## src/rtl/m68k_bus_ctrl.sv

```systemverilog
// m68k_bus_ctrl: 68000 bus-cycle controller for the NeoGeo.
// It generates nDTACK with per-region wait states and an external-ready stall,
// and nBERR when a cycle times out. It latches interrupt sources, drives them
// onto IPL and answers IACK cycles with an autovector (nVPA).
module m68k_bus_ctrl #(
   parameter int unsigned     ADDR_W    = 23,
   parameter int unsigned     NUM_IRQ   = 3,
   parameter int unsigned     WS_W      = 3,
   parameter logic [WS_W-1:0] WAIT_FAST = '0,
   parameter int unsigned     TIMEOUT   = 64
) (
   input  logic               CLK_68KCLK,
   input  logic               RESET,
   input  logic               nAS,
   input  logic               nUDS,
   input  logic               nLDS,
   input  logic               M68K_RW,
   input  logic [ADDR_W:1]    M68K_ADDR,
   input  logic [2:0]         FC,
   input  logic               SLOW_SEL,
   input  logic [WS_W-1:0]    WAIT_SLOW,
   input  logic               EXT_READY,
   input  logic [NUM_IRQ-1:0] IRQ_REQ,
   output logic [2:0]         IPL,
   output logic               nDTACK,
   output logic               nVPA,
   output logic               nBERR,
   output logic [NUM_IRQ-1:0] IRQ_ACK
);

   localparam int unsigned TC_W = $clog2(TIMEOUT + 1);

   typedef enum logic [1:0] {
      S_IDLE,
      S_WAIT,
      S_ACK,
      S_ERR
   } state_t;

   state_t             state, state_nx;
   logic [WS_W-1:0]    wcnt, wcnt_nx;
   logic [TC_W-1:0]    tcnt, tcnt_nx;
   logic               dtack_nx, vpa_nx, berr_nx;
   logic [NUM_IRQ-1:0] ack_nx;
   logic [NUM_IRQ-1:0] pending;
   logic [NUM_IRQ-1:0] irq_prev;
   logic [2:0]         ipl_nx;

   // Data strobes, direction and upper address bits are only observed, never decoded here.
   logic unused_ok;
   assign unused_ok = ^{nUDS, nLDS, M68K_RW, M68K_ADDR[ADDR_W:4]};

   // Bus-cycle state register and registered strobes.
   always_ff @(posedge CLK_68KCLK) begin
      if (RESET) begin
         state  <= S_IDLE;
         wcnt   <= '0;
         tcnt   <= '0;
         nDTACK <= 1'b1;
         nVPA   <= 1'b1;
         nBERR  <= 1'b1;
      end else begin
         state  <= state_nx;
         wcnt   <= wcnt_nx;
         tcnt   <= tcnt_nx;
         nDTACK <= dtack_nx;
         nVPA   <= vpa_nx;
         nBERR  <= berr_nx;
      end
   end

   // Next-state, counters and next strobe values; the ACK/ERR strobe is computed
   // on the same edge the transition is taken so the output is registered.
   always_comb begin
      state_nx = state;
      wcnt_nx  = wcnt;
      tcnt_nx  = tcnt;
      dtack_nx = nDTACK;
      vpa_nx   = nVPA;
      berr_nx  = nBERR;
      ack_nx   = '0;
      unique case (state)
         S_IDLE: begin
            dtack_nx = 1'b1;
            vpa_nx   = 1'b1;
            berr_nx  = 1'b1;
            if (!nAS) begin
               wcnt_nx = SLOW_SEL ? WAIT_SLOW : WAIT_FAST;
               tcnt_nx = '0;
               if (FC == 3'b111) begin
                  state_nx = S_ACK;
                  vpa_nx   = 1'b0;
                  for (int unsigned i = 0; i < NUM_IRQ; i++) begin
                     if (M68K_ADDR[3:1] == 3'(i + 1)) ack_nx[i] = 1'b1;
                  end
               end else if (wcnt_nx == '0 && EXT_READY) begin
                  state_nx = S_ACK;
                  dtack_nx = 1'b0;
               end else begin
                  state_nx = S_WAIT;
               end
            end
         end
         S_WAIT: begin
            if (nAS) begin
               state_nx = S_IDLE;
            end else begin
               tcnt_nx = tcnt + 1'b1;
               if (wcnt != '0) wcnt_nx = wcnt - 1'b1;
               // Ready is judged on the post-decrement count so N wait states give N+1 edges of latency.
               if (tcnt_nx == TC_W'(TIMEOUT)) begin
                  state_nx = S_ERR;
                  berr_nx  = 1'b0;
               end else if (wcnt_nx == '0 && EXT_READY) begin
                  state_nx = S_ACK;
                  dtack_nx = 1'b0;
               end
            end
         end
         S_ACK, S_ERR: begin
            if (nAS) begin
               state_nx = S_IDLE;
               dtack_nx = 1'b1;
               vpa_nx   = 1'b1;
               berr_nx  = 1'b1;
            end
         end
         default: state_nx = S_IDLE;
      endcase
   end

   // Priority encoder: highest pending source i gives level i+1, inverted.
   always_comb begin
      ipl_nx = 3'b111;
      for (int unsigned i = 0; i < NUM_IRQ; i++) begin
         if (pending[i]) ipl_nx = ~3'(i + 1);
      end
   end

   // Interrupt latching: a rising edge sets pending and beats an IACK clear on the same edge.
   always_ff @(posedge CLK_68KCLK) begin
      if (RESET) begin
         pending  <= '0;
         irq_prev <= IRQ_REQ;
         IRQ_ACK  <= '0;
         IPL      <= 3'b111;
      end else begin
         pending  <= (pending & ~ack_nx) | (IRQ_REQ & ~irq_prev);
         irq_prev <= IRQ_REQ;
         IRQ_ACK  <= ack_nx;
         IPL      <= ipl_nx;
      end
   end

endmodule
```

## config.mk

```make
export PLATFORM = sky130hd
export DESIGN_NAME = m68k_bus_ctrl
export DESIGN_NICKNAME = d
export VERILOG_FILES = /design/src/rtl/m68k_bus_ctrl.sv
export SDC_FILE = /design/constraint.sdc
export NUM_CORES = 1
export LEC_CHECK = 0
export BUFFER_PORTS_ARGS = -buffer_cell sky130_fd_sc_hd__buf_2
export CAP_MARGIN = 20
export CORE_AREA = 3 3 55 57
export CTS_BUF_LIST = sky130_fd_sc_hd__clkbuf_8
export DETAILED_ROUTE_END_ITERATION = 8
export DIE_AREA = 0 0 58 60
export PLACE_DENSITY = 0.78
export SYNTH_ARGS = -nofsm -noshare
export SYNTH_HDL_FRONTEND = slang
export SYNTH_SLANG_ARGS = --single-unit
```

## constraint.sdc

```tcl
create_clock -name CLK_68KCLK -period 2.1 [get_ports CLK_68KCLK]
set_input_delay 0.105 -clock CLK_68KCLK [delete_from_list [all_inputs] [get_ports CLK_68KCLK]]
set_output_delay 0.105 -clock CLK_68KCLK [all_outputs]
set_load 0.05 [all_outputs]
```

# Yosys cells after proc, flatten, opt, wreduce, memory -nomap -nowiden
# Cells that the tools add are included.
word_totals:
  ff_bits: 27
  input_bits: 40
  out_inout_bits: 9
op_classes:
  n_addsub: 2
  n_eq_ne: 15
  muxes: 41
  bitwise_logic: 5
  reduce_logical: 15
op_table:
  columns: ["cell", "count"]
  rows:
  - ["$mux 3", 9]
  - ["$mux 2", 9]
  - ["$mux 1", 15]
  - ["$mux 7", 2]
  - ["$pmux 7 s2", 1]
  - ["$ne 2x2->1 const B", 6]
  - ["$reduce_and 3->1", 3]
  - ["$add 7x1->7 const B", 1]
  - ["$eq 7x7->1 const B", 1]
  - ["$and 3x3->3", 2]
  - ["$eq 3x2->1 const B", 2]
  - ["$logic_not 3->1", 2]
  - ["$not 3->3", 2]
  - ["$pmux 1 s3", 2]
  - ["$pmux 2 s3", 1]
  - ["$pmux 3 s2", 1]
  - ["$eq 2x2->1 const B", 2]
  - ["$ne 4x4->1 const B", 1]
  - ["$reduce_and 4->1", 1]
  - ["$reduce_bool 2->1", 2]
  - ["$eq 3x1->1 const B", 1]
  - ["$eq 3x3->1 const B", 1]
  - ["$or 3x3->3", 1]
  - ["$reduce_bool 3->1", 1]
  - ["8 further kinds", 9]

# Logic depth before layout (Yosys ltp)
depth:
  ltp_word: 10
  mapped_depth: 8
  ltp_nobuf: 8

# Least setup slack after synthesis
# Ideal clock, no wire load.
synth_timing:
  kind: "reg-to-reg"
  start: "reg wcnt[0]"
  end: "reg state[1]"
  setup_time_ps: 103
  t_arrival_ps: 1622
  setup_slack_ps: 375
  path_stages_with_launch: 8
  cell_sequence: "dfxtp_1 -> inv_1 -> ha_1 -> ha_1 -> and3b_1 -> o21ai_0 -> and3b_1 -> a2111oi_2"
synth_via:
  elab_chain_len: 8
  elab_cells_between_ends: 9
  cone_classes: "1 x add/sub; 1 x eq/ne; 3 x mux; 4 x reduce/logical"
synth_rtl:
  columns: ["item", "line_no", "source"]
  rows:
  - ["start: declaration", "41", "logic [WS_W-1:0] wcnt, wcnt_nx;"]
  - ["start signal: assignment", "64", "wcnt <= wcnt_nx;"]
  - ["$sub 3x1->3 or $reduce_bool 3->1 (tied branches)", "109", "if (wcnt != '0) wcnt_nx = wcnt - 1'b1;"]
  - ["$mux 3 *", "109", null]
  - ["$mux 3 *", "105", "if (nAS) begin"]
  - ["$mux 3 *", "82", "unique case (state)"]
  - ["$logic_not 3->1 *", "114", "end else if (wcnt_nx == '0 && EXT_READY) begin"]
  - ["$logic_and 1x1->1 *", "114", null]
  - ["$ne 4x4->1 (no line) *", null, null]
  - ["$reduce_and 3->1 (no line) *", null, null]
  - ["end signal: assignment", "63", "state <= state_nx;"]
  - ["end: declaration", "40", "state_t state, state_nx;"]
# Every way passes the cells marked *; elsewhere a longest branch is shown, timed or not. The select of a mux whose other input is x is not followed.
# A chain may end at the register's enable or synchronous reset.

# Worst setup path in the final report
layout_timing:
  start: "reg wcnt[0]"
  end: "reg state[0]"
# Same word-level chain as after synthesis.

==> impl_metrics.yaml <==
clocking:
  clkTransAtPathRegs_ns: 0.09
  cts_num_sinks: 26
  cts_buffer_depth: 2
  cts_resized: 0
  clk_latency_ns: 0.27
  h-tree-depth: 1
  numCtsBuffers: 3
  cts-root-buf: "clkbuf_8"
  tritoncts: "built"
sta:
  finalHoldViolCount: 0
  max_freq_ghz: 0.522
  fin_skew_ns: 0.00517
  finalSetupTns_ns: 0
  min_period_ns: 1.92
  rsz0062_at_grt: "false"
  worst_slack_ns: 0.183
  report.final.slew_viol_count: 0
  setup_viol: 0
  final.period_utilization_pct: 91.3
placed_design:
  placed_cell_area_um2: 1390
  gp_congestion: 0.758
  io_buffer_count: 24
  post-place-cells: 199
  detailed_place_hpwl_um: 2100
  pre_cts_slack_ns: 0.209
critical_path:
  setup.worst_path.start: "wcnt[0]"
  r2r-end: "state[0]"
  end_kind: "flip-flop"
  cp-start-kind: "flip-flop"
  r2r_start: "wcnt[0]"
  critPathRequiredTime_ns: 2.24
  r2r_slack_ns: 0.18
  crit_type: "reg2reg"
  critPathMaxFanout: 5
  r2r_cells: 7
  cp_data_arrival_time_ns: 2.06
floorplanning:
  die_h_um: 60
  core_area_um2: 2520
  rows: 18
  dieWidth_um: 58
  initial_core_util_pct: 49.9
  ios: 49
  die_area_um2: 3480
global_routing:
  grt_pass1_vias: 1167
  grt_max_degree: 24
  grt_usage_pct: 17.5
  antenna_found_initial: 0
  gr-total-overflow: 0
  grt_first_pass_wirelength_um: 4770
synthesis:
  synth_edf_count: 0
  synth-main-ff-cell: "dfxtp_1"
  syn_area_um2: 1260
  synth_nets: 195
  synth_cells: 151
  ys.warnings.count: 0
  avgSynthCellArea_um2: 8.34
  synth.distinct_cells: 39
  synth-async-reset-ratio_pct: 0
  ys_seq_area_share_pct: 41.4
  ys_ff_latch: 26
detailed_routing:
  via_per_inst: 5.62
  wl_per_cell_um: 13.6
  vias: 1157
  drtIter0Drc: 35
  antenna_left: 0
  drtPass1Iterations: 4
  drc: 0
  finalWirelength_um: 2810
power_and_ir_drop:
  p_per_area_nw_per_um2: 762
  peakVddDrop_mv: 0.648
  p_leak_nw: 0.600
run:
  cap_viol_max_count: 0
worst_hold_path:
  hp-class: "in2reg"
  hold-path-endpoint: "IRQ_ACK[0]"
  whs_path_depth: 2
  min-delay-start: "M68K_ADDR[2]"
run_status:
  status: "finished clean"
final_layout:
  nets: 221
  final_area_um2: 1490
  syn2layout_area_growth_pct: 18.5
  drive_gt1_share_pct: 21.0
  stdcell_count: 206
  diodes: 0
## cell usage in the layout, fill, tap and decap left out, types with 3 or more instances in the layout
cell type	instances
a31oi_1	3
o21ai_0	8
dfxtp_1	26
nor2b_1	5
buf_2	24
inv_1	9
nand3_1	5
a211oi_1	4
ha_1	4
a21oi_1	14
clkbuf_8	3
nand2_1	10
nand4_1	3
nor3_1	3
dlygate4sd3_1	3
nand2b_1	4
nor2_1	15
## worst max-delay path: stages, from the launching register on
cell	delay (ns)
dfxtp_1	0.39
inv_1	0.06
ha_1	0.22
ha_1	0.23
and3b_1	0.21
o21ai_0	0.14
a2111oi_1	0.43
nor4_1	0.11
## Yosys cell counts, types with 2 or more instances
master	number	area, µm²
dfxtp_1	26	521
nor2_1	15	56.3
a21oi_1	14	70.1
nand2_1	10	37.5
inv_1	9	33.8
o21ai_0	8	40.0
nand3_1	5	25.0
nor2b_1	5	31.3
a211oi_1	4	30.0
ha_1	4	50.1
nand2b_1	4	25.0
a31oi_1	3	18.8
buf_2	3	15.0
clkbuf_1	3	11.3
nand4_1	3	18.8
nor3_1	3	15.0
a2111oi_2	2	30.0
and3b_1	2	17.5
buf_4	2	15.0
nor3b_1	2	15.0
nor4_1	2	12.5
o21bai_1	2	15.0
o22ai_1	2	12.5
o31ai_1	2	15.0
or2_2	2	12.5
## final cells by class
class	instances	area, µm²
inverter	9	33.8
clock inverter	1	30.0
clock buffer	3	41.3
tap	30	37.5
timing repair buffer	29	165
multi-input combinational	108	663
fill	237	1030
sequential	26	520
## cells by family (layout without fill, tap and decap cells)
| kind of cell | count (synthesis) | count (layout) | share of synthesized area, % |
|---|---|---|---|
| compound gates | 44 | 44 | 23.2 |
| fa+ha+maj | 4 | 4 | 3.98 |
| buf+inv | 17 | 42 | 5.96 |
| flops | 26 | 26 | 41.4 |
| other cells | 1 | 1 | 0.298 |
| simple gates | 59 | 59 | 25.2 |
## flip-flops by register name (all words and copies together) (netlist names)
name and count:
IPL 2, IRQ_ACK 3, irq_prev 3, nBERR 1, nDTACK 1, nVPA 1
pending 3, state 2, tcnt 7, wcnt 3
## through the flow
stage          total power [mW]  utilization, %  hold WS (ns)
2_1_floorplan             0.680               -         0.133
3_3_place_gp              0.722            55.1         0.218
3_5_place_dp              0.733            55.1         0.226
4_1_cts                    1.15            59.1        0.0320
5_1_grt                    1.19            59.1        0.0476
6_report                   1.14            59.1        0.0400
## where the power goes
part	switching, mW	internal [mW]
Combinational	0.117	0.0767
Sequential	0.0168	0.516
Clock	0.156	0.255
Total	0.289	0.848
## what timing repair did
action / CTS / global route
buffers inserted: 0 / 0
endpoints found under the setup margin: 0 / 0
hold buffers: 3 / 0
hold endpoints to repair: 3 / 0
## layer usage
metal  GRT usage (%)  share of wire (%)  routed length, µm  vias up
met5               0                  0                  0        -
met4            3.64               0.78                 22        0
met3            4.10                4.4                124        4
met1            20.3                 43               1210      542
met2            32.4                 51               1440       27
li1                -                  -                  -      584
## worst max-delay path by stage
stage	end	slack, ns	cells past startpoint
2_1_floorplan	state[1]	0.37	7
3_3_place_gp	state[1]	0.26	7
3_5_place_dp	state[0]	0.21	7
4_1_cts	state[0]	0.18	7
5_1_grt	state[0]	0.08	7
6_report	state[0]	0.18	7
(Power assumes the default switching activity.)
